==> src/rtl/sram_arb_pkg.sv <==
// Shared types and constants for the SRAM port-0 arbiter.
// Imported by sram_arb_rr and sram_port_arbiter.
package sram_arb_pkg;

    // Requester identifier: 0 = requester 0, 1 = requester 1.
    typedef logic [0:0] req_id_t;

    // One slot of the response pipeline.
    typedef struct packed {
        logic    valid;
        req_id_t id;
        logic    we;
    } pipe_entry_t;

    // Cycles from grant to response.
    localparam int unsigned RSP_LATENCY = 2;

    // After reset, requester 1 counts as last granted, so requester 0
    // wins the first tie.
    localparam req_id_t RST_LAST_GRANT = 1'b1;

    // Map a one-hot grant to the id of the winning requester.
    function automatic req_id_t grant_to_id(input logic [1:0] grant);
        return grant[1];
    endfunction

endpackage

==> src/rtl/sram_arb_rr.sv <==
// Two-way arbiter: round-robin by default, fixed priority (requester 0
// always wins ties) when SRAM_PORT_ARBITER_FIXED_PRIO_EN is defined.
module sram_arb_rr
    import sram_arb_pkg::*;
(
    input  logic       clk_i,
    input  logic       rst_ni,
    input  logic [1:0] valid_i,
    input  logic       advance_i,
    output logic [1:0] grant_o
);

`ifdef SRAM_PORT_ARBITER_FIXED_PRIO_EN

    // No pointer state: clock, reset and advance are intentionally idle.
    logic unused_fixed_prio;
    assign unused_fixed_prio = ^{clk_i, rst_ni, advance_i};

    // Requester 0 first, requester 1 only when 0 is idle.
    always_comb begin
        grant_o = 2'b00;
        if (valid_i[0]) begin
            grant_o = 2'b01;
        end else if (valid_i[1]) begin
            grant_o = 2'b10;
        end
    end

`else

    req_id_t last_q;
    req_id_t last_d;

    // Pick the sole requester, or on a tie the one not granted last.
    always_comb begin
        grant_o = valid_i;
        if (valid_i == 2'b11) begin
            grant_o = (last_q == 1'b1) ? 2'b01 : 2'b10;
        end
        last_d = last_q;
        if (advance_i && (grant_o != 2'b00)) begin
            last_d = grant_to_id(grant_o);
        end
    end

    // Last-granted pointer, moves only when a grant is taken.
    always_ff @(posedge clk_i or negedge rst_ni) begin
        if (!rst_ni) begin
            last_q <= RST_LAST_GRANT;
        end else begin
            last_q <= last_d;
        end
    end

`endif

endmodule

==> src/rtl/sram_port_arbiter.sv <==
// Shares SRAM macro port 0 between two valid/ready requesters and
// returns in-order responses. Option: SRAM_PORT_ARBITER_FIXED_PRIO_EN.
module sram_port_arbiter
    import sram_arb_pkg::*;
#(
    parameter int unsigned ADDR_WIDTH = 10,
    parameter int unsigned DATA_WIDTH = 32,
    parameter int unsigned NUM_WMASKS = 4
) (
    input  logic                  clk_i,
    input  logic                  rst_ni,

    input  logic                  req0_valid_i,
    output logic                  req0_ready_o,
    input  logic                  req0_we_i,
    input  logic [ADDR_WIDTH-1:0] req0_addr_i,
    input  logic [DATA_WIDTH-1:0] req0_wdata_i,
    input  logic [NUM_WMASKS-1:0] req0_wmask_i,
    output logic                  rsp0_valid_o,
    output logic [DATA_WIDTH-1:0] rsp0_rdata_o,

    input  logic                  req1_valid_i,
    output logic                  req1_ready_o,
    input  logic                  req1_we_i,
    input  logic [ADDR_WIDTH-1:0] req1_addr_i,
    input  logic [DATA_WIDTH-1:0] req1_wdata_i,
    input  logic [NUM_WMASKS-1:0] req1_wmask_i,
    output logic                  rsp1_valid_o,
    output logic [DATA_WIDTH-1:0] rsp1_rdata_o,

    output logic                  sram_csb0_o,
    output logic                  sram_web0_o,
    output logic [NUM_WMASKS-1:0] sram_wmask0_o,
    output logic [ADDR_WIDTH-1:0] sram_addr0_o,
    output logic [DATA_WIDTH-1:0] sram_din0_o,
    input  logic [DATA_WIDTH-1:0] sram_dout0_i
);

    // Stage whose entry captures macro read data, and stage driving rsp.
    localparam int unsigned CAP_STAGE = RSP_LATENCY - 2;
    localparam int unsigned OUT_STAGE = RSP_LATENCY - 1;

    logic [1:0]            vld;
    logic [1:0]            grant;
    logic                  xfer;
    req_id_t               sel_id;
    logic                  sel_we;
    logic [ADDR_WIDTH-1:0] sel_addr;
    logic [DATA_WIDTH-1:0] sel_wdata;
    logic [NUM_WMASKS-1:0] sel_wmask;

    logic [ADDR_WIDTH-1:0] addr_q, addr_d;
    logic [DATA_WIDTH-1:0] din_q, din_d;
    logic [NUM_WMASKS-1:0] wmask_q, wmask_d;

    pipe_entry_t           pipe_q [RSP_LATENCY];
    pipe_entry_t           pipe_d [RSP_LATENCY];
    pipe_entry_t           cap;
    logic [DATA_WIDTH-1:0] cap_data;
    logic [DATA_WIDTH-1:0] rdata0_q, rdata0_d;
    logic [DATA_WIDTH-1:0] rdata1_q, rdata1_d;

    // Reset masks requests so csb0 deasserts as soon as rst_ni falls.
    assign vld = {req1_valid_i, req0_valid_i} & {2{rst_ni}};

    sram_arb_rr u_rr (
        .clk_i     (clk_i),
        .rst_ni    (rst_ni),
        .valid_i   (vld),
        .advance_i (xfer),
        .grant_o   (grant)
    );

    assign xfer         = |grant;
    assign sel_id       = grant_to_id(grant);
    assign req0_ready_o = grant[0];
    assign req1_ready_o = grant[1];

    // Steer the winning request's fields onto the macro bus.
    always_comb begin
        sel_we    = req0_we_i;
        sel_addr  = req0_addr_i;
        sel_wdata = req0_wdata_i;
        sel_wmask = req0_wmask_i;
        if (grant[1]) begin
            sel_we    = req1_we_i;
            sel_addr  = req1_addr_i;
            sel_wdata = req1_wdata_i;
            sel_wmask = req1_wmask_i;
        end
    end

    // Bus fields follow the grant, otherwise hold so idle cycles stay quiet.
    always_comb begin
        addr_d  = addr_q;
        din_d   = din_q;
        wmask_d = wmask_q;
        if (xfer) begin
            addr_d  = sel_addr;
            din_d   = sel_wdata;
            wmask_d = sel_wmask;
        end
    end

    assign sram_csb0_o   = ~xfer;
    assign sram_web0_o   = xfer ? ~sel_we : 1'b1;
    assign sram_addr0_o  = addr_d;
    assign sram_din0_o   = din_d;
    assign sram_wmask0_o = wmask_d;

    // Remember the last driven bus fields for idle cycles.
    always_ff @(posedge clk_i or negedge rst_ni) begin
        if (!rst_ni) begin
            addr_q  <= '0;
            din_q   <= '0;
            wmask_q <= '0;
        end else begin
            addr_q  <= addr_d;
            din_q   <= din_d;
            wmask_q <= wmask_d;
        end
    end

    // Shift the issued access down the response pipeline.
    always_comb begin
        pipe_d[0].valid = xfer;
        pipe_d[0].id    = sel_id;
        pipe_d[0].we    = sel_we;
        for (int i = 1; i < RSP_LATENCY; i++) begin
            pipe_d[i] = pipe_q[i-1];
        end
    end

    // Pipeline slots; reset drops anything in flight.
    always_ff @(posedge clk_i or negedge rst_ni) begin
        if (!rst_ni) begin
            for (int i = 0; i < RSP_LATENCY; i++) begin
                pipe_q[i] <= '0;
            end
        end else begin
            for (int i = 0; i < RSP_LATENCY; i++) begin
                pipe_q[i] <= pipe_d[i];
            end
        end
    end

    // Capture macro data for reads (zero for writes) into the issuer's slot.
    always_comb begin
        cap      = pipe_q[CAP_STAGE];
        cap_data = cap.we ? '0 : sram_dout0_i;
        rdata0_d = rdata0_q;
        rdata1_d = rdata1_q;
        if (cap.valid) begin
            if (cap.id == 1'b1) begin
                rdata1_d = cap_data;
            end else begin
                rdata0_d = cap_data;
            end
        end
    end

    // Per-requester read data registers.
    always_ff @(posedge clk_i or negedge rst_ni) begin
        if (!rst_ni) begin
            rdata0_q <= '0;
            rdata1_q <= '0;
        end else begin
            rdata0_q <= rdata0_d;
            rdata1_q <= rdata1_d;
        end
    end

    assign rsp0_rdata_o = rdata0_q;
    assign rsp1_rdata_o = rdata1_q;
    assign rsp0_valid_o = pipe_q[OUT_STAGE].valid &&
                          (pipe_q[OUT_STAGE].id == 1'b0);
    assign rsp1_valid_o = pipe_q[OUT_STAGE].valid &&
                          (pipe_q[OUT_STAGE].id == 1'b1);

endmodule

==> config.mk <==
export PLATFORM = sky130hd
export DESIGN_NAME = sram_port_arbiter
export DESIGN_NICKNAME = d
export VERILOG_FILES = /design/src/rtl/sram_arb_pkg.sv /design/src/rtl/sram_arb_rr.sv /design/src/rtl/sram_port_arbiter.sv
export SDC_FILE = /design/constraint.sdc
export NUM_CORES = 1
export LEC_CHECK = 0
export CORE_UTILIZATION = 45
export CTS_BUF_LIST = sky130_fd_sc_hd__clkbuf_4 sky130_fd_sc_hd__clkbuf_8
export CTS_CLUSTER_SIZE = 14
export DETAILED_ROUTE_END_ITERATION = 8
export HOLD_SLACK_MARGIN = 0.05
export PLACE_DENSITY = 0.88
export SLEW_MARGIN = 20
export SYNTH_ARGS = -nofsm -noshare
export SYNTH_HDL_FRONTEND = slang
export SYNTH_HIERARCHICAL = 1
export SYNTH_SLANG_ARGS = --single-unit
==> constraint.sdc <==
create_clock -name clk_i -period 5.45 [get_ports clk_i]
set_clock_uncertainty 0.15 [all_clocks]
set_input_delay 1.09 -clock clk_i [delete_from_list [all_inputs] [get_ports clk_i]]
set_output_delay 1.09 -clock clk_i [all_outputs]
set_load 0.02 [all_outputs]
Word level (Yosys, flattened, before mapping)
Index checks and enable logic that the tools add are counted.
Word-level totals
  flip-flop bits (word level): 116
  input port bits: 130
  output and inout bits: 116
  logic and storage cells: 35
Operators by class
  eq/ne operators: 1
  mux-type cells: 11
  bitwise operators: 5
  reduce and logical (&&, ||, !) cells: 7
Operators with widths (count)
  $mux W32: 3
  $mux W10: 2
  $mux W4: 2
  $mux W2: 2
  $not A1 Y1: 4
  $reduce_and A2 Y1: 2
  $logic_and A1 B1 Y1: 3
  $and A2 B2 Y2: 1
  $eq A2 B2 Y1 const B: 1
  $mux W1: 2
  $reduce_bool A2 Y1: 1
  $reduce_or A2 Y1: 1

Longest topological paths before layout
Gate-level depths: netlist of run 1.
  word-level depth: 6
  mapped depth: 8

Hierarchy
The synthesis of run 1 kept the hierarchy.
Modules (own cells, without submodules)
  sram_port_arbiter: instances 1, cells an instance 386, area an instance 4913.5 sq um, seq. area each 2877.8 sq um
  sram_arb_rr: instances 1, cells an instance 6, area an instance 56.3 sq um, seq. area each 26.3 sq um

Least setup slack after synthesis of run 1
Ideal clock, no wire load.
  path type: input-to-output
  from: input port req1_valid_i
  to: output port sram_addr0_o[0]
  arrival: 2861 ps
  slack: 1349 ps
  cell stages on the path: 6
  buffers on the path: 2
  cells stage by stage: and2_1 a21boi_0 buf_2 buf_2 nand2_1 o21ai_0
Between the ends
  longest elaborated chain between the ends: 5
  elaborated cells between the ends (all ways): 6
RTL lines
  from (decl): RTL line sram_port_arbiter.sv:22  | input logic req1_valid_i,
  $and A2 B2 Y2 *: RTL line sram_port_arbiter.sv:64  | assign vld = {req1_valid_i, req0_valid_i} & {2{rst_ni}};
  $eq A2 B2 Y1: RTL line sram_arb_rr.sv:37  | if (valid_i == 2'b11) begin
  $mux W2 *: RTL line sram_arb_rr.sv:37
  named net req1_ready_o: RTL line sram_port_arbiter.sv:23  | output logic req1_ready_o,
  $mux W10 / $reduce_or A2 Y1 (equally long branches): RTL line sram_port_arbiter.sv:85, sram_port_arbiter.sv:74
  $mux W10 *: RTL line sram_port_arbiter.sv:98  | if (xfer) begin
  to (decl): RTL line sram_port_arbiter.sv:34  | output logic [ADDR_WIDTH-1:0] sram_addr0_o,
Mark *: on every way through the listed nets, which the timed path passes. The rest lies on a longest branch.

Final worst setup path of run 1
  from: input port req0_valid_i
  to: output port sram_din0_o[6]
Between the ends
  longest elaborated chain between the ends: 5
  elaborated cells between the ends (all ways): 6
RTL lines
  from (decl): RTL line sram_port_arbiter.sv:13  | input logic req0_valid_i,
  $and A2 B2 Y2 *: RTL line sram_port_arbiter.sv:64
  named net vld[0]: RTL line sram_port_arbiter.sv:43  | logic [1:0] vld;
  $eq A2 B2 Y1: RTL line sram_arb_rr.sv:37
  $mux W2 *: RTL line sram_arb_rr.sv:37
  $mux W32 / $reduce_or A2 Y1 (equally long branches): RTL line sram_port_arbiter.sv:85, sram_port_arbiter.sv:74
  $mux W32 *: RTL line sram_port_arbiter.sv:98
  to (decl): RTL line sram_port_arbiter.sv:35  | output logic [DATA_WIDTH-1:0] sram_din0_o,
Marks and branches as above.

==> flow_summary.rst, run 1 <==
.. list-table::
   :header-rows: 1

   * - Metric
     - Value
   * - Run status
     - completed
   * - Number of global-route vias before repair
     - 4278
   * - Standby leakage power
     - 3.373 nW
   * - Port Buffers
     - about 250
   * - Maximum fanout along the worst path
     - 21
   * - Syn. warnings
     - 6
   * - Type of the worst setup path
     - in -> out
   * - Insertion delay to the later sink of the worst-skew pair
     - ~400 ps
   * - Met3 layer usage reported by global route
     - about 7.5%
   * - Portion of synthesized cell area occupied by the leading cell type
     - 57.91%
   * - Reported net switching power
     - approximately 0.90 mW
   * - Overall global routing resource usage
     - 24.20%
   * - Clk sinks
     - roughly 120
   * - Antenna violations before repair
     - 0
   * - Post-synthesis average cell area
     - around 13 um^2
   * - Delay of the slowest critical-path stage
     - just under 700 ps
   * - Top cell by count, worst path
     - sky130_fd_sc_hd__clkdlybuf4s50_1
   * - Netlist area before placement
     - about 5000 um^2
   * - Number of vias after detailed routing
     - 3933
   * - Grt met1 use
     - a little over a quarter
   * - Area after DPL
     - 7522 um^2
   * - Maximum resistive drop on vdd
     - 0.1930 mV
   * - Top area cells in the synthesized netlist
     - sky130_fd_sc_hd__dfrtp_1, sky130_fd_sc_hd__mux2_2, sky130_fd_sc_hd__mux2i_1
   * - Unrepaired setup endpoints after global routing
     - no
   * - Hold Crit Depth
     - 0
   * - Clk root buf
     - sky130_fd_sc_hd__clkbuf_8
   * - Starting density of the core
     - 46.05%
   * - Data arrival time of the critical path
     - 3700 ps
   * - Slew at the pin with the worst max-slew slack
     - 960.9 ps
   * - Full die area
     - roughly 11000 um^2
   * - Synth async-reset ratio
     - 100.0%
   * - Max_slew headroom
     - approximately 36%
   * - Drt via density
     - ~5.0
   * - Setup crit end
     - sram_din0_o[6]
   * - Leading cell type by number of instances after synthesis
     - sky130_fd_sc_hd__dfrtp_1
   * - Slowest library cell on the worst path
     - sky130_fd_sc_hd__clkdlybuf4s50_1
   * - Total clock buffers created by CTS
     - 17
   * - Power share of the combinational group
     - 33.2%
   * - R2R setup slack
     - between 3000 and 4000 ps
   * - Commonest cells in the synthesized netlist
     - sky130_fd_sc_hd__dfrtp_1, sky130_fd_sc_hd__mux2_2, sky130_fd_sc_hd__nand2_1
   * - Cell taking the most area after synthesis
     - sky130_fd_sc_hd__dfrtp_1
   * - Design internal power
     - 2.104 mW
   * - Global routing's busiest layer
     - met2
   * - DR DRC count
     - 0
   * - TNS Setup
     - 0 ps
   * - Part of the Yosys area used for sequential elements
     - 58.43%
   * - Gate Count Post-Synth
     - 392
   * - TritonCTS clock tree
     - built
   * - Critical path, cell by cell
     - clkdlybuf4s50_1, and2_1, a21boi_4, buf_12, mux2i_1, o21ai_0, clkdlybuf4s50_1
   * - Number of DRC markers in iteration 0
     - between 100 and 150
   * - Area of all placed cells without fillers
     - 7965 um^2
   * - Detailed Place HPWL
     - a little under 10 mm
   * - Final setup violation count
     - 0
   * - Core Footprint
     - 10790 um^2
   * - Hold slack final
     - 264.9 ps
   * - Number of max-slew violations in the final report
     - 0
   * - Routability congestion estimate
     - 0.8460
   * - Power density of the placed cells
     - ~380 nW/um^2
   * - Period utilization
     - about nine tenths
   * - Maximum number of buffers from clock root to sink
     - 2
   * - CTS hold repair buffers
     - 0
   * - Layout fillers
     - approximately 720
   * - Mapped Nets
     - 522
   * - Fraction of final layout cells sized beyond drive strength 1
     - 16.15%
   * - Global routing met2 resource utilization
     - between 40% and 50%
   * - Critical path required time
     - between 4000 and 5000 ps
   * - Count of nets left with antenna violations after detail routing
     - 0
   * - Std-Cell Rows
     - 38
   * - Seq cells post-synth
     - 116
   * - Number of violations of the max-capacitance limit
     - 0
   * - Crit start category
     - input port
   * - Total iterations of the first detailed-routing run
     - 4
   * - Setup bufs post-CTS
     - 0
   * - Number of H-tree levels
     - 4
   * - Crit path capture type
     - primary output
   * - Sw Ratio
     - 29.88%
   * - Chip width
     - between 100 and 150 um
   * - Start of the worst register-to-register path
     - u_rr/last_q$_DFFE_PN1P_
   * - Post-synthesis to final-layout area growth
     - 60.27%
   * - WL/cell
     - around 17 um
   * - Clock slew at reported path FFs
     - roughly 70 ps
   * - Final critical path time including I/O delays and setup
     - 4938 ps
   * - Prevailing post-synth register cell
     - sky130_fd_sc_hd__dfrtp_1
   * - Wire length of the first global-routing pass
     - 20.93 mm
   * - Antenna diode count
     - 0
   * - Endpoint of the worst-slack reg-to-reg timing path
     - din_q[6]$_DFF_PN0_
   * - Portion of total power attributed to sequential cells
     - around 38%
   * - Clock power frac
     - 29.2%
   * - # nets final
     - 767
   * - Hold Vio Cnt, Final
     - 0
   * - Max Clock Freq
     - 202.5 MHz
   * - Launch point of the worst path
     - req0_valid_i
   * - Overflow left after global routing
     - 0
   * - Maximum number of pins on one net before global-route repair
     - 62
   * - Post-synth cell types
     - 21
   * - Worst hold path type
     - reg -> reg
   * - Routed Wire Length
     - 13.43 mm
   * - EDFF count, synth
     - 0
   * - Overall die height
     - 107.1 um
   * - I/O pin cnt
     - ~250
   * - R2R cell count
     - 5
   * - Post-CTS sizing
     - 0
-- layout by cell type, fill, tap and decap left out --
cell / synthesis / final
sky130_fd_sc_hd__clkdlybuf4s50_1: 0 / 244
sky130_fd_sc_hd__dfrtp_1: 115 / 114
sky130_fd_sc_hd__mux2_2: 60 / 60
sky130_fd_sc_hd__nand2_1: 47 / 47
sky130_fd_sc_hd__mux2i_1: 46 / 46
sky130_fd_sc_hd__o21ai_0: 46 / 46
sky130_fd_sc_hd__nor2b_1: 34 / 33
sky130_fd_sc_hd__clkbuf_8: 0 / 20
sky130_fd_sc_hd__buf_4: 2 / 6
sky130_fd_sc_hd__mux2_1: 5 / 5
sky130_fd_sc_hd__clkinv_2: 0 / 5
sky130_fd_sc_hd__bufinv_16: 0 / 4
sky130_fd_sc_hd__and2_1: 3 / 3
sky130_fd_sc_hd__inv_1: 2 / 2
sky130_fd_sc_hd__a21oi_1: 2 / 2
sky130_fd_sc_hd__clkbuf_4: 0 / 2
sky130_fd_sc_hd__buf_12: 0 / 2
sky130_fd_sc_hd__a21boi_4: 0 / 2
sky130_fd_sc_hd__or2_1: 1 / 1
sky130_fd_sc_hd__and3b_1: 1 / 1
sky130_fd_sc_hd__nor2b_4: 0 / 1
sky130_fd_sc_hd__dfrtp_2: 0 / 1
sky130_fd_sc_hd__clkinvlp_4: 0 / 1
sky130_fd_sc_hd__a31oi_1: 1 / 1
sky130_fd_sc_hd__dfstp_2: 1 / 1
-- worst max-delay path: cells and delay by family --
kind                   cells  cell delay, ps
buffers and inverters      3            1420
AOI/OAI and AO/OA          2             890
and+or+nand+nor            1             210
muxes                      1              90
-- cell type report --
type | count | area, um^2 | area share, %
sequential | 116 | 2905 | 36.48
timing repair buffer | 252 | 2527 | 31.73
multi-input combinational | 248 | 1907 | 23.94
clock buffer | 22 | 290.3 | 3.644
tap | 140 | 175.2 | 2.199
clock inverter | 10 | 152.6 | 1.916
inverter | 2 | 7.507 | 0.09425
-- power groups by stage --
stage	logic, mW	clock network (mW)	registers [mW]
2_1_floorplan	0.344	0	1.26
3_3_place_gp	0.979	0	1.13
3_5_place_dp	0.999	0	1.15
4_1_cts	1.00	0.891	1.13
5_1_grt	1.05	0.931	1.15
6_report	0.996	0.875	1.13
-- kinds of logic after synthesis --
group | Yosys count | share of synthesized area [%]
buffers and inverters | 28 | 3.801
and+or+nand+nor | 86 | 8.510
DFF | 116 | 58.43
AOI/OAI and AO/OA | 51 | 5.262
muxes | 111 | 23.99
-- stage by stage --
stage	utilization [%]	total power, mW	setup WS (ps)	std cells
after floorplan	-	1.603	1349	392
after global placement	69.68	2.113	562.6	758
after detailed placement	69.70	2.146	518.9	758
after CTS	73.80	3.027	494.6	790
after global routing	73.80	3.137	353.8	790
final	73.80	3.001	512.4	790
-- state kept, by name, indices dropped and copies added, names as in the netlist --
name / cells
rsp1_rdata_o: 32
cap: 3
din_q: 32
pipe_q: 2
u_rr/last_q: 1
rsp0_rdata_o: 32
addr_q: 10
wmask_q: 4
-- layer usage --
layer  part of all wire (%)  vias to the layer above
li1                       -                     1831
met1                     39                     1902
met2                     52                      170
met3                    6.9                       30
met4                    2.6                        0
met5                      0                        -
-- how the worst min path moves through the flow --
stage | start | slack, ps | endpoint
global placement | cap[2]$_DFF_PN0_ | 240 | pipe_q[2]$_DFF_PN0_
global route | cap[2]$_DFF_PN0_ | 280 | pipe_q[2]$_DFF_PN0_
floorplan | cap[2]$_DFF_PN0_ | 220 | pipe_q[2]$_DFF_PN0_
CTS | cap[2]$_DFF_PN0_ | 260 | pipe_q[2]$_DFF_PN0_
finish | cap[2]$_DFF_PN0_ | 260 | pipe_q[2]$_DFF_PN0_
detailed placement | cap[2]$_DFF_PN0_ | 250 | pipe_q[2]$_DFF_PN0_
No activity file was read; power rests on OpenSTA's default activity.
==> inputs of run 2 (changes only) <==
Settings changed: CORE_UTILIZATION 45 to 50, DONT_BUFFER_PORTS from default to 1, PLACE_DENSITY 0.88 to 0.65.
==> run 2 against run 1 <==
  * Die area fell by 9.8%
  * Sequential share of layout area rose by 17 points
  * Worst setup slack better by 850 ps
  * Largest cell class unchanged
  * Final cell count down 32%
  * Utilization shrank 17 points
==> flow_summary.rst, run 2 (synthesis results as in run 1) <==
.. list-table::
   :header-rows: 1

   * - Metric
     - Value
   * - Wire length of the first global-routing pass
     - 14.65 mm (was 20.93 mm)
   * - Count of nets left with antenna violations after detail routing
     - 0 (unchanged)
   * - Combined flip-flop and latch cell area
     - 2904 um^2 (was 2905 um^2)
   * - Area of all placed cells without fillers
     - 5468 um^2 (was 7965 um^2)
   * - Crit start category
     - input port (unchanged)
   * - Layout fillers
     - 814 (was 722)
   * - Total clock buffers created by CTS
     - 17 (unchanged)
   * - Antenna violations before repair
     - 0 (unchanged)
   * - Worst Slack Setup Final
     - 1358 ps (was 512.4 ps)
   * - # nets final
     - 522 (was 767)
   * - Unrepaired setup endpoints after global routing
     - no (unchanged)
   * - Insertion delay to the later sink of the worst-skew pair
     - 410 ps (about the same)
   * - Core Footprint
     - 9684 um^2 (was 10790 um^2)
   * - Delay of the slowest critical-path stage
     - 710 ps (was 690 ps)
   * - Starting density of the core
     - 51.32% (was 46.05%)
   * - Slowest library cell on the worst path
     - sky130_fd_sc_hd__o21ai_0 (was sky130_fd_sc_hd__clkdlybuf4s50_1)
   * - Period utilization
     - 75.08% (was 90.60%)
   * - Multi-input logic area
     - 1907 um^2 (unchanged)
   * - Maximum resistive drop on vdd
     - 0.2173 mV (was 0.1930 mV)
   * - Critical path, cell by cell
     - and2_1, a21boi_4, buf_4, mux2i_1, o21ai_0 (was clkdlybuf4s50_1, and2_1, a21boi_4, buf_12, mux2i_1, o21ai_0, clkdlybuf4s50_1)
   * - Count of placed standard cells including taps
     - 506 (was 758)
   * - Slew at the pin with the worst max-slew slack
     - 982.2 ps (was 960.9 ps)
   * - Crit path capture type
     - primary output (unchanged)
   * - TritonCTS clock tree
     - built (unchanged)
   * - Met1 wire length
     - 3.822 mm (was 5.172 mm)
   * - Maximum number of buffers from clock root to sink
     - 2 (unchanged)
   * - Critical path required time
     - 4210 ps (about the same)
   * - Post-synthesis to final-layout area growth
     - 10.02% (was 60.27%)
   * - Run status
     - completed (unchanged)
   * - Clock slew at reported path FFs
     - 70 ps (about the same)
   * - Type of the worst setup path
     - in -> out (unchanged)
   * - I/O pin cnt
     - 246 (unchanged)
   * - Total Power Consumption
     - 2.476 mW (was 3.001 mW)
   * - Largest delay contributor family on the critical path
     - compound AO/OA/AOI/OAI gates (was buffers and inverters)
   * - Max Clock Freq
     - 244.4 MHz (was 202.5 MHz)
   * - Overflow left after global routing
     - 0 (unchanged)
   * - Commonest non-fill, non-tap cell in the layout
     - sky130_fd_sc_hd__dfrtp_1 (was sky130_fd_sc_hd__clkdlybuf4s50_1)
   * - Chip width
     - 101.7 um (was 107.1 um)
   * - Maximum fanout along the worst path
     - 118 (was 21)
   * - Final Core Density
     - 56.46% (was 73.80%)
   * - Overall die height
     - 101.7 um (was 107.1 um)
   * - Most frequent cells in the layout
     - sky130_fd_sc_hd__dfrtp_1, sky130_fd_sc_hd__mux2_2, sky130_fd_sc_hd__nand2_1 (was sky130_fd_sc_hd__clkdlybuf4s50_1, sky130_fd_sc_hd__dfrtp_1, sky130_fd_sc_hd__mux2_2)
   * - Number of violations of the max-capacitance limit
     - 0 (unchanged)
   * - Fraction of final layout cells sized beyond drive strength 1
     - 25.43% (was 16.15%)
   * - DR DRC count
     - 0 (unchanged)
   * - Clk sinks
     - 116 (unchanged)
   * - Antenna diode count
     - 0 (unchanged)
   * - Routed Wire Length
     - 10.04 mm (was 13.43 mm)
   * - Post-CTS sizing
     - 0 (unchanged)
   * - Total iterations of the first detailed-routing run
     - 6 (was 4)
   * - Overall global routing resource usage
     - 19.10% (was 24.20%)
   * - Power density of the placed cells
     - 452.8 nW/um^2 (was 376.8 nW/um^2)
   * - Number of vias after detailed routing
     - 2959 (was 3933)
   * - WL/cell
     - 18.66 um (was 17.00 um)
   * - Final critical path time including I/O delays and setup
     - 4092 ps (was 4938 ps)
   * - Detailed Place HPWL
     - 7.009 mm (was 9.724 mm)
   * - Number of global-route vias before repair
     - 2911 (was 4278)
   * - Bufs and invs on worst path
     - 1 (was 3)
   * - Post-place setup slack
     - 1382 ps (was 518.9 ps)
   * - Port Buffers
     - 0 (was 245)
   * - Clk root buf
     - sky130_fd_sc_hd__clkbuf_8 (unchanged)
   * - Max_slew headroom
     - 34.38% (was 35.81%)
   * - Area after DPL
     - 5050 um^2 (was 7522 um^2)
   * - Setup bufs post-CTS
     - 0 (unchanged)
   * - Hold Vio Cnt, Final
     - 0 (unchanged)
   * - Full die area
     - 10340 um^2 (was 11470 um^2)
   * - Std-Cell Rows
     - 36 (was 38)
   * - Data arrival time of the critical path
     - 2850 ps (was 3700 ps)
   * - Hold slack final
     - 218.7 ps (was 264.9 ps)
   * - Standby leakage power
     - 2.413 nW (was 3.373 nW)
   * - Number of H-tree levels
     - 4 (unchanged)
   * - Number of max-slew violations in the final report
     - 0 (unchanged)
   * - Worst hold path type
     - in -> async (was reg -> reg)
   * - Drt via density
     - 5.500 (was 4.978)
   * - Number of DRC markers in iteration 0
     - 71 (was 125)
   * - CTS hold repair buffers
     - 0 (unchanged)
   * - Detail Route met3 WL
     - 947 um (was 924 um)
   * - Max layer used
     - met4 (unchanged)
   * - Wire length on met2
     - 5.143 mm (was 6.982 mm)
   * - Maximum number of pins on one net before global-route repair
     - 119 (was 62)
   * - Post-Layout Cell Count
     - 538 (was 790)
   * - Final setup violation count
     - 0 (unchanged)
   * - Routability congestion estimate
     - 0.7522 (was 0.8460)
   * - TNS Setup
     - 0 ps (unchanged)
## run 2: final cells by class
cell class                 instances  area share (%)
multi-input combinational        248           34.87
sequential                       116           53.11
tap                              133           3.043
clock buffer                      20           4.805
timing repair buffer               7           1.190
inverter                           2          0.1373
clock inverter                    12           2.838
## run 2: worst paths after layout
| check | startpoint | end | slack, ps | cells after the start |
|---|---|---|---|---|
| hold reg to reg | cap[2]$_DFF_PN0_ | pipe_q[2]$_DFF_PN0_ | 250 | 0 |
| min in group clk_i | cap[2]$_DFF_PN0_ | pipe_q[2]$_DFF_PN0_ | 250 | 0 |
| setup / recovery | rst_ni | sram_din0_o[9] | 1360 | 5 |
| max in group asynchronous | rst_ni | u_rr/last_q$_DFFE_PN1P_ | 4690 | 0 |
| hold / removal | rst_ni | rsp0_rdata_o[1]$_DFFE_PN0P_ | 220 | 0 |
| setup reg to reg | u_rr/last_q$_DFFE_PN1P_ | din_q[9]$_DFF_PN0_ | 3020 | 5 |
## run 2: power breakdown
part	total [mW]	leakage, nW	internal [mW]	switching [mW]
Sequential	1.28	1.45	1.04	0.244
Combinational	0.379	0.753	0.152	0.227
Clock	0.812	0.210	0.475	0.337
Total	2.48	2.41	1.67	0.808
## run 2: layer usage
metal	up-vias	GRT usage, %
met5	-	0
met4	0	7.246
met3	11	8.558
met2	147	31.81
met1	1452	21.56
li1	1349	-
==> inputs of run 3 (changes only) <==
Settings changed: PLACE_DENSITY 0.65 to 0.68.
Clock period 5.45 ns to 3.4 ns, I/O delays scaled along.
==> run 3 against run 2 <==
  * The run now ends with hold timing left
  * Register-to-register slack lost 1900 ps
  * Cell area grew 2.5%
  * Hold slack worse by 410 ps
  * First-iteration DRC count decreased by 39%
  * Routed wire length grew 7.3%
  * Sequential power up 61%
  * Via count grew 1.7%
  * Critical endpoint is now sram_din0_o[8]
  * Highest routed layer unchanged
==> flow_summary.rst, run 3 (synthesis results as in run 1) <==
.. list-table::
   :header-rows: 1

   * - Metric
     - Value
   * - Total Power Consumption
     - 4.159 mW (was 2.476 mW)
   * - WL/cell
     - 19.70 um (was 18.66 um)
   * - Port Buffers
     - 0 (unchanged)
   * - Hold Vio Cnt, Final
     - 116 (was 0)
   * - # nets final
     - 531 (was 522)
   * - Critical path, cell by cell
     - inv_1, a21boi_4, buf_12, mux2i_1, o21ai_0 (was and2_1, a21boi_4, buf_4, mux2i_1, o21ai_0)
   * - Delay of the slowest critical-path stage
     - 670 ps (was 710 ps)
   * - Area after DPL
     - 5137 um^2 (was 5050 um^2)
   * - Period utilization
     - 92.44%
   * - Starting density of the core
     - 51.32% (unchanged)
   * - Clk sinks
     - 116 (unchanged)
   * - Final setup violation count
     - 0 (unchanged)
   * - Area of all placed cells without fillers
     - 5604 um^2 (was 5468 um^2)
   * - Crit start category
     - flop (was input port)
   * - Detailed Place HPWL
     - 7.602 mm (was 7.009 mm)
   * - Post-place setup slack
     - 379.5 ps (was 1382 ps)
   * - Unrepaired setup endpoints after global routing
     - no (unchanged)
   * - Clk root buf
     - sky130_fd_sc_hd__clkbuf_8 (unchanged)
   * - Number of vias after detailed routing
     - 3008 (was 2959)
   * - Routed Wire Length
     - 10.78 mm (was 10.04 mm)
   * - Slew at the pin with the worst max-slew slack
     - 850.5 ps (was 982.2 ps)
   * - Critical path required time
     - 2570 ps (was 4210 ps)
   * - Most frequent cells in the layout
     - sky130_fd_sc_hd__dfrtp_1, sky130_fd_sc_hd__mux2_2, sky130_fd_sc_hd__nand2_1 (unchanged)
   * - Wire length on met2
     - 5.583 mm (was 5.143 mm)
   * - Power density of the placed cells
     - 742.2 nW/um^2 (was 452.8 nW/um^2)
   * - Maximum fanout along the worst path
     - 24 (was 118)
   * - Overflow left after global routing
     - 0 (unchanged)
   * - Final critical path time including I/O delays and setup
     - roughly 3100 ps
   * - DR DRC count
     - 0 (unchanged)
   * - Overall global routing resource usage
     - 20.77% (was 19.10%)
   * - Total iterations of the first detailed-routing run
     - 4 (was 6)
   * - TNS Setup
     - 0 ps (unchanged)
   * - Antenna violations before repair
     - 0 (unchanged)
   * - Fraction of final layout cells sized beyond drive strength 1
     - 27.05% (was 25.43%)
   * - Violations in the final reports
     - hold timing
   * - Post-CTS sizing
     - 0 (unchanged)
   * - Max Clock Freq
     - around 320 MHz
   * - Start of the worst register-to-register path
     - u_rr/last_q$_DFFE_PN1P_ (unchanged)
   * - Count of nets left with antenna violations after detail routing
     - 0 (unchanged)
   * - Clock slew at reported path FFs
     - 60 ps (was 70 ps)
   * - Detail Route met3 WL
     - 1.092 mm (was 947 um)
   * - Worst hold path type
     - in -> async (unchanged)
   * - Number of max-slew violations in the final report
     - 0 (unchanged)
   * - Drt via density
     - 5.499 (was 5.500)
   * - Routability congestion estimate
     - 0.9892 (was 0.7522)
   * - Number of H-tree levels
     - 4 (unchanged)
   * - Antenna diode count
     - 0 (unchanged)
   * - Slowest library cell on the worst path
     - sky130_fd_sc_hd__o21ai_0 (unchanged)
   * - Core Footprint
     - 9684 um^2 (unchanged)
   * - Post-synthesis to final-layout area growth
     - 12.76% (was 10.02%)
   * - Commonest non-fill, non-tap cell in the layout
     - sky130_fd_sc_hd__dfrtp_1 (unchanged)
   * - Maximum number of pins on one net before global-route repair
     - 119 (unchanged)
   * - I/O pin cnt
     - 246 (unchanged)
   * - Worst Slack Setup Final
     - 256.9 ps (was 1358 ps)
   * - Max_slew headroom
     - 42.70% (was 34.38%)
   * - Number of global-route vias before repair
     - 3038 (was 2911)
   * - Total clock buffers created by CTS
     - 17 (unchanged)
   * - TritonCTS clock tree
     - built (unchanged)
   * - Wire length of the first global-routing pass
     - 15.69 mm (was 14.65 mm)
   * - Insertion delay to the later sink of the worst-skew pair
     - 410 ps (about the same)
   * - Full die area
     - 10340 um^2 (unchanged)
   * - Std-Cell Rows
     - 36 (unchanged)
   * - Number of violations of the max-capacitance limit
     - 0 (unchanged)
   * - Max layer used
     - met4 (unchanged)
   * - Crit path capture type
     - primary output (unchanged)
   * - Hold slack final
     - -193.3 ps (was 218.7 ps)
   * - Data arrival time of the critical path
     - 2310 ps (was 2850 ps)
   * - Met1 wire length
     - 3.956 mm (was 3.822 mm)
   * - Layout fillers
     - 837 (was 814)
   * - Overall die height
     - 101.7 um (unchanged)
   * - Chip width
     - 101.7 um (unchanged)
   * - Maximum number of buffers from clock root to sink
     - 2 (unchanged)
   * - Maximum resistive drop on vdd
     - 0.3439 mV (was 0.2173 mV)
   * - Run status
     - finished with violations (was completed)
   * - Type of the worst setup path
     - reg -> out (was in -> out)
   * - Number of DRC markers in iteration 0
     - 43 (was 71)
   * - Launch point of the worst path
     - u_rr/last_q$_DFFE_PN1P_ (was rst_ni)
   * - Standby leakage power
     - 2.479 nW (was 2.413 nW)
   * - Setup bufs post-CTS
     - 0 (unchanged)
[run 3: changes by cell type in the layout (fill, tap and decap cells not counted), moves of 2 or more]
cell,delta
sky130_fd_sc_hd__buf_12,+2
sky130_fd_sc_hd__buf_4,+7
sky130_fd_sc_hd__bufinv_16,+2
sky130_fd_sc_hd__clkbuf_4,-2
[run 3: critical path: cells and delay by family, from the launching register on]
kind            cells  cell delay [ps]
compound gates      2              890
flops               1              580
buf+inv             2              320
mux                 1              100
[run 3: final timing paths]
check	to	slack [ps]	cells past startpoint
setup / recovery	sram_din0_o[8]	260	5
hold / removal	rsp1_rdata_o[9]$_DFFE_PN0P_	-190	0
setup reg to reg	din_q[8]$_DFF_PN0_	1170	5
hold reg to reg	pipe_q[2]$_DFF_PN0_	250	0
max in group asynchronous	u_rr/last_q$_DFFE_PN1P_	3080	0
min in group clk_i	pipe_q[2]$_DFF_PN0_	250	0
[run 3: routing by layer]
metal	vias to the layer above	global-route usage [%]
met4	0	8.473
met3	14	9.041
met2	155	35.91
li1	1359	-
met5	-	0
met1	1480	22.21
[run 3: per-stage QoR]
stage,util [%],std cells
after floorplan,-,392
after detailed placement,53.05,515
after global placement,53.05,515
after global routing,57.87,547
after CTS,57.87,547
final,57.87,547
[run 3: cell type report]
cell class | count | area, um^2 | area share [%]
inverter | 2 | 7.507 | 0.1340
sequential | 116 | 2904 | 51.82
timing repair buffer | 16 | 157.7 | 2.813
multi-input combinational | 248 | 1902 | 33.94
clock inverter | 13 | 205.2 | 3.662
tap | 133 | 166.4 | 2.969
clock buffer | 19 | 261.5 | 4.666
[run 3: report_power, final]
part	internal [mW]	switching (mW)	leakage (nW)
clock network	0.910	0.549	0.228
logic	0.267	0.373	0.801
registers	1.67	0.392	1.45
total	2.84	1.31	2.48
